### config.mk
export PLATFORM = sky130hd
export DESIGN_NAME = serial_add_ctrl
export DESIGN_NICKNAME = d
export VERILOG_FILES = /design/src/rtl/serial_add_ctrl.sv
export SDC_FILE = /design/constraint.sdc
export NUM_CORES = 1
export LEC_CHECK = 0
export CAP_MARGIN = 20
export CORE_MARGIN = 2
export CORE_UTILIZATION = 53
export DETAILED_ROUTE_END_ITERATION = 8
export PLACE_DENSITY_LB_ADDON = 0.15
export SETUP_SLACK_MARGIN = 0.05
export SYNTH_ARGS = -nofsm -noshare
export SYNTH_HDL_FRONTEND = slang
export SYNTH_SLANG_ARGS = --single-unit
export TNS_END_PERCENT = 1
### constraint.sdc
create_clock -name clk -period 4.5 [get_ports clk]
set_input_delay 0.45 -clock clk [delete_from_list [all_inputs] [get_ports clk]]
set_output_delay 0.45 -clock clk [all_outputs]
set_load 0.01 [all_outputs]
### src/rtl/serial_add_ctrl.sv
// serial_add_ctrl: bit-serial adder that drives an external down-counter through Ld/decr strobes.
// Adds WIDTH-bit operands LSB first, one bit per SHIFT cycle, and presents {carry, sum} on DONE.
module serial_add_ctrl #(
   parameter int WIDTH = 7
) (
   input  logic             clk,
   input  logic             rst_n,
   input  logic             start,
   input  logic [WIDTH-1:0] a_in,
   input  logic [WIDTH-1:0] b_in,
   input  logic [3:0]       count_in,
   output logic             Ld,
   output logic [3:0]       LdCountValue,
   output logic             decr,
   output logic [WIDTH:0]   sum_out,
   output logic             busy,
   output logic             done
);
   typedef enum logic [1:0] {IDLE, SHIFT, DONE} state_t;
   state_t           state_q, state_d;
   logic [WIDTH-1:0] a_q, a_d, b_q, b_d, s_q, s_d;
   logic             c_q, c_d, bit_s;
   logic [WIDTH:0]   sum_q, sum_d, s_ext;

   assign LdCountValue = 4'(WIDTH);
   assign sum_out      = sum_q;
   assign busy         = state_q != IDLE;
   assign done         = state_q == DONE;
   assign bit_s        = a_q[0] ^ b_q[0] ^ c_q;
   // new bit enters at the MSB; the extended vector keeps the slice legal for WIDTH=1
   assign s_ext        = {bit_s, s_q};

   always_comb begin
      state_d = state_q;
      a_d     = a_q;
      b_d     = b_q;
      c_d     = c_q;
      s_d     = s_q;
      Ld      = 1'b0;
      decr    = 1'b0;
      case (state_q)
         IDLE: if (start && rst_n) begin
            Ld      = 1'b1;
            a_d     = a_in;
            b_d     = b_in;
            c_d     = 1'b0;
            s_d     = '0;
            state_d = SHIFT;
         end
         SHIFT: if (count_in != 4'd0) begin
            decr    = 1'b1;
            a_d     = a_q >> 1;
            b_d     = b_q >> 1;
            c_d     = (a_q[0] & b_q[0]) | (a_q[0] & c_q) | (b_q[0] & c_q);
            s_d     = s_ext[WIDTH:1];
            state_d = count_in == 4'd1 ? DONE : SHIFT;
         end else begin
            state_d = DONE;
         end
         DONE:    state_d = IDLE;
         default: state_d = IDLE;
      endcase
      sum_d = (state_q == SHIFT && state_d == DONE) ? {c_d, s_d} : sum_q;
   end

   always_ff @(posedge clk or negedge rst_n) begin
      if (!rst_n) begin
         state_q <= IDLE;
         a_q     <= '0;
         b_q     <= '0;
         c_q     <= 1'b0;
         s_q     <= '0;
         sum_q   <= '0;
      end else begin
         state_q <= state_d;
         a_q     <= a_d;
         b_q     <= b_d;
         c_q     <= c_d;
         s_q     <= s_d;
         sum_q   <= sum_d;
      end
   end
endmodule

-- Yosys cells after proc, flatten, opt, wreduce, memory -nomap -nowiden
Index checks and enable logic that the tools add are counted.
- bits in registers: 32
- bits in latches: 0
- bits in writable memories: 0
- memory bits (read-only): 0
- input bits: 21
- memories: 0
- $add $sub $neg: 0
- multiply operators: 0
- divide/modulo/power cells: 0
- $lt $le $gt $ge: 0
- equal/unequal tests: 6
- shifts and indexed selects: 0
- muxes and demuxes: 20
- bitwise logic cells: 7
- reduce and logical (&&, ||, !) cells: 7
- operator list (operator ; number):
    $mux W7 ; 6
    $pmux W7 S2 ; 3
    $mux W1 ; 6
    $mux W2 ; 3
    $eq A2 B2 Y1 const B ; 2
    $eq A4 B1 Y1 const B ; 1
    $ne A2 B2 Y1 const B ; 2
    $pmux W2 S2 ; 1
    $reduce_bool A2 Y1 ; 2
    $reduce_bool A4 Y1 ; 1
    $and A1 B1 Y1 ; 3
    $reduce_and A3 Y1 ; 1
    $eq A2 B1 Y1 const B ; 1
    $logic_and A1 B1 Y1 ; 2
    $logic_not A2 Y1 ; 1
    $or A1 B1 Y1 ; 2
    $pmux W1 S2 ; 1
    $xor A1 B1 Y1 ; 2

-- Depth between registers and ports, before layout
Gate-level depths: netlist of the first run.
- depth in word-level cells: 6
- depth in mapped cells: 5
- mapped depth without buffers: 4

-- Worst setup path after synthesis of the first run
Ideal clock, no wire load.
- kind: input port to output port
- start: input rst_n
- end: output Ld
- data arrival time: 1.318 ns
- data required time: 4.050 ns
- path slack: 2.732 ns
- stages: 3
- buffers on the path: 1
- cells stage by stage: or4bb_1 clkbuf_1 inv_1
- longest elaborated chain between the ends: 3
- RTL lines (item ; RTL line ; text):
    from (decl) ; 7 ; input logic rst_n,
    $logic_and A1 B1 Y1 ; 42 ; IDLE: if (start && rst_n) begin
    $mux W1 ; 42 ;
    $mux W1 ; 41 ; case (state_q)
    to (decl) ; 12 ; output logic Ld,
Every way passes these cells.

-- Worst setup path after layout of the first run
Same ends and word-level chain as after synthesis.

==> flow_summary.toml, run 1 <==
[outcome]
status = "finished clean"

[routing]
drc = 0
ant_nets = 0
firstDrtPassIters = 4
drt-total-wl_um = 3170
routed_via_density = 5.81
first_iter_violations = 33
routedWlPerCell_um = 15.5
num_vias = 1191

[grt]
grt_pass1_wl_um = 5370
grt_usage_pct = 21.3
grt_pass1_vias = 1165
grt_max_degree = 34
antenna_found_initial = 0
gr-total-overflow = 0

[yosys]
synth-edff-count = 0
ys_seq_area_share_pct = 49.7
synth.area.top_cells = "dfrtp_1 (50%), mux2_2 (10%), mux2_4 (9.3%)"
synth_top_cell_by_area = "dfrtp_1"
ys_async_sr_fraction_pct = 100
ys_warn_count = 0
syn-mean-instance-area_um2 = 11.4
synth.cell_area_um2 = 1610
synth_top_flop_cell = "dfrtp_1"
syn_inst = 141
ys_types = 26
synth_common_cells = "dfrtp_1 (32), nand2_1 (21), mux2_2 (15)"
synth_seq_cells = 32
synth_top_area_share_pct = 49.7
synth_most_common_cell = "dfrtp_1"

[power]
power_density_nw_per_um2 = 568
p_leak_nw = 0.885
vdd_drop_max_v = 0.000289

[finish]
multi_input_area_um2 = 734
stdcell_count = 205
fillers = 253
areaGrowthSynthToFinish_pct = 23.5
final_design_area_no_fill_um2 = 1990
layout.area.seq_um2 = 801
layout-drive-gt1-share_pct = 23.3
nNetsFinal = 193
antenna_cells = 0

[sta]
period_share_pct = 63.0
hold_violations = 0
clock_skew_ns = 0.0149
finalSetupTns_ns = 0
setup_viol = 0
setup_slack_ns = 1.66
relSlewSlack_pct = 43.8
worst_pin_slew_ns = 0.843
drv_slew = 0
rsz0062_at_grt = "no"
hold_ws_ns = 0.512
period_needed_ns = 2.84
fmax_mhz = 353

[clocking]
clock_sinks = 32
cts-buffers-inserted = 5
cts_max_level = 2
cts.path.max_buffers = 2
clk_latency_ns = 0.34
postCtsHoldBufs = 0
path_clk_slew_ns = 0.09
cts_root_buf = "clkbuf_4"
ctsResizeCount = 0
post_cts_buffers = 0
cts_tree = "built"

[setup_path]
crit_required_ns = 4.05
critPathKind = "in2out"
rr_worst_depth = 3
cp-start-kind = "input port"
cp-end-kind = "output port"
crit_arrival_ns = 2.39
critPathMaxFanout = 12

[floorplanning]
core_um2 = 2980
start_util_pct = 54.2
placementRows = 20
die_y_um = 59.2
die_x_um = 59.2
dieArea_um2 = 3500
pin_count = 37

[place]
io_buffers = 32
placed_cell_area_um2 = 1920
gp_congestion = 0.803
pre_cts_ws_ns = 1.66
post-dp-hpwl_um = 2130
dpl.cell_count = 197

[hold_path]
worst_hold_path_type = "reg2reg"
min_path_cells = 1

[job]
cap_violations = 0
## through the flow
step                      util [%]  power [W]
after global placement        64.3   0.000903
final                         66.9    0.00113
after CTS                     66.9    0.00114
after detailed placement      64.3   0.000919
after global routing          66.9    0.00121
after floorplan                  -   0.000762
## cells by family after synthesis
group                      Yosys count  synth area share, %
AOI/OAI and AO/OA                   27                 10.5
adders and majority gates            1                 1.24
buffers and inverters               14                 5.43
DFF                                 32                 49.7
muxes                               25                 19.8
other                                2                0.466
and+or+nand+nor                     40                 13.0
## worst paths after layout
check | startpoint | end | slack (ns)
worst min-delay path | a_q[5]$_DFFE_PN0P_ | a_q[5]$_DFFE_PN0P_ | 0.51
max in group asynchronous | rst_n | a_q[5]$_DFFE_PN0P_ | 3.65
worst max register to register | state_q[0]$_DFF_PN0_ | a_q[1]$_DFFE_PN0P_ | 2.34
worst max-delay path | rst_n | Ld | 1.66
worst min register to register | a_q[5]$_DFFE_PN0P_ | a_q[5]$_DFFE_PN0P_ | 0.51
min in group asynchronous | rst_n | sum_out[2]$_DFFE_PN0P_ | 0.52
## flip-flops by register name, summed over array words and instances, names as in the netlist
name and count:
s_q 7, sum_out 8, state_q 2, c_q 1, b_q 7, a_q 7
## cell usage in the layout (no fill, tap or decap)
cell	instances
nand2_1	21
nor4_4	1
clkdlybuf4s50_1	32
nand3_1	8
nor3_2	1
clkinv_2	1
mux2_2	15
clkbuf_1	1
nor2b_1	1
mux2_4	10
or2_2	1
or4_2	1
o21ai_0	2
and2_1	1
nor2b_2	1
o21ai_2	1
a21oi_1	8
fa_1	1
conb_1	4
a31oi_1	8
buf_4	2
nand2b_1	1
dfrtp_1	32
or4bb_1	1
nor2_1	2
o211ai_1	8
clkbuf_4	5
bufinv_16	1
inv_1	1
## cell type report
class / count / share of cell area [%]
clock inverters: 2 / 1.76
clock buffers: 6 / 2.07
multi-input cells: 97 / 36.9
inverters: 1 / 0.188
repair buffers: 34 / 16.8
well taps: 33 / 2.07
flip-flops and latches: 32 / 40.2
## layer usage
metal,global-route usage [%],vias up,share of wire (%)
li1,-,557,-
met1,27.9,588,46
met2,32.2,38,47
met3,6.77,8,5.4
met4,10.1,0,2.0
met5,0,-,0
## critical path, stage by stage
cell	delay (ns)
clkdlybuf4s50_1	0.48
or4bb_1	0.72
inv_1	0.18
clkdlybuf4s50_1	0.56
## report_power, final
part           switching [W]  leakage, nW  total (W)  internal, W
sequential         0.0000768        0.392   0.000488     0.000411
clock               0.000101       0.0422   0.000217     0.000116
combinational       0.000177        0.450   0.000427     0.000250
total               0.000355        0.885    0.00113     0.000777
Note: power is estimated with default switching activity, not from simulation.
==> inputs of run 2 (changes only) <==
- CORE_UTILIZATION: 53 -> 44
- clock period: 4.5 -> 2.41 ns (I/O delays scaled with it)
==> flow_summary.toml, run 2 (synthesis results as in run 1) <==
[outcome]
status = "finished clean"

[finish]
nNetsFinal = 198
layout-drive-gt1-share_pct = 27.1
final_cell_mix = "dfrtp_1 (32), clkdlybuf4s50_1 (32), nand2_1 (21), mux2_2 (15), mux2_4 (10)"
layout.area.seq_um2 = 801
final_util_pct = 60.0
largest_reg_flops = 8
final_design_area_no_fill_um2 = 2050
fillers = 312
antenna_cells = 0
multi_input_area_um2 = 741
areaGrowthSynthToFinish_pct = 27.1

[routing]
firstDrtPassIters = 4
num_vias = 1167
drc = 0
ant_nets = 0
routed_via_density = 5.23
routedWlPerCell_um = 14.6
drt-total-wl_um = 3260
first_iter_violations = 37

[sta]
period_needed_ns = 2.29
worst_pin_slew_ns = 0.839
hold_ws_ns = 0.346
fmax_mhz = 437
setup_viol = 0
finalSetupTns_ns = 0
clock_skew_ns = 0.0136
drv_slew = 0
relSlewSlack_pct = 44.1
period_share_pct = 94.9
rsz0062_at_grt = "yes"
hold_violations = 0

[grt]
grt_max_degree = 34
grt_usage_pct = 17.8
gr-total-overflow = 0
antenna_found_initial = 0
grt_pass1_wl_um = 5620
grt_pass1_vias = 1210

[clocking]
path_clk_slew_ns = 0.10
cts_root_buf = "clkbuf_4"
cts.path.max_buffers = 2
clock_sinks = 32
cts_max_level = 2
postCtsHoldBufs = 0
cts-buffers-inserted = 5
clk_latency_ns = 0.33
cts_tree = "built"

[floorplanning]
dieArea_um2 = 4170
die_x_um = 64.5
die_y_um = 64.5
core_um2 = 3420
start_util_pct = 47.2
placementRows = 21
pin_count = 37

[job]
cap_violations = 0

[setup_path]
cp-end-kind = "output port"
crit_required_ns = 2.17
critPathMaxFanout = 6
crit_arrival_ns = 2.05
critPathKind = "reg2out"
cp-start-kind = "register"

[place]
post-dp-hpwl_um = 2260
io_buffers = 32
placed_cell_area_um2 = 1980
gp_congestion = 0.802

[power]
vdd_drop_max_v = 0.000582
p_leak_nw = 0.911
power_density_nw_per_um2 = 995

[hold_path]
worst_hold_path_type = "in2async"
run 2: cell count changes in the layout (fill, tap and decap cells not counted):
cell and change:
nand2b_2 +1, bufinv_16 -1, or4bb_1 -1, buf_12 +1, buf_4 +4, nand2b_1 -1, clkbuf_1 -1, clkinv_2 +1
clkbuf_8 +1, or4bb_4 +1
run 2: timing repair:
item | in CTS | in global routing
setup endpoints to repair | 1 | 1
setup buffers | 0 | 0
resized for setup | 1 | 1
cloned | 0 | 0
run 2: routing by layer:
layer | vias to the layer above | global-route usage, % | share of wire [%]
li1 | 559 | - | -
met1 | 572 | 23.6 | 47
met2 | 30 | 27.0 | 47
met3 | 6 | 6.25 | 4.6
met4 | 0 | 6.38 | 1.7
met5 | - | 0 | 0
run 2: worst paths after layout:
path / slack (ns) / cells past startpoint / endpoint / from
max in group asynchronous: 1.75 / 2 / a_q[3]$_DFFE_PN0P_ / rst_n
worst max-delay path: 0.12 / 3 / Ld / state_q[0]$_DFF_PN0_
min in group clk: 0.46 / 3 / a_q[6]$_DFFE_PN0P_ / a_in[6]
worst min-delay path: 0.35 / 2 / sum_out[1]$_DFFE_PN0P_ / rst_n
worst max register to register: 0.40 / 3 / a_q[0]$_DFFE_PN0P_ / state_q[1]$_DFF_PN0_
worst min register to register: 0.51 / 1 / a_q[2]$_DFFE_PN0P_ / a_q[2]$_DFFE_PN0P_
run 2: critical path, stage by stage, from the launching register on:
cell and delay (ns):
dfrtp_1 0.45, or4bb_4 0.61, inv_1 0.12, clkdlybuf4s50_1 0.55
run 2: report_power, final:
part / internal, W / switching (W) / leakage (nW)
clock network: 0.000139 / 0.000180 / 0.0380
logic: 0.000483 / 0.000328 / 0.481
registers: 0.000767 / 0.000141 / 0.392
total: 0.00139 / 0.000649 / 0.911
run 2: stage by stage:
stage | total power (W) | setup slack (ns) | instances
finish | 0.00204 | 0.123 | 223
global route | 0.00220 | 0.0441 | 223
global placement | 0.00170 | 0.146 | 215
floorplan | 0.00142 | 0.743 | 143
CTS | 0.00205 | 0.114 | 223
detailed placement | 0.00173 | 0.136 | 215
run 2: area by class of cell:
type / instances / share of cell area, %
repair buffers: 39 / 18.8
clock buffers: 6 / 2.50
clock inverters: 2 / 0.488
inverters: 1 / 0.183
flip-flops and latches: 32 / 39.1
multi-input cells: 97 / 36.1
well taps: 46 / 2.81
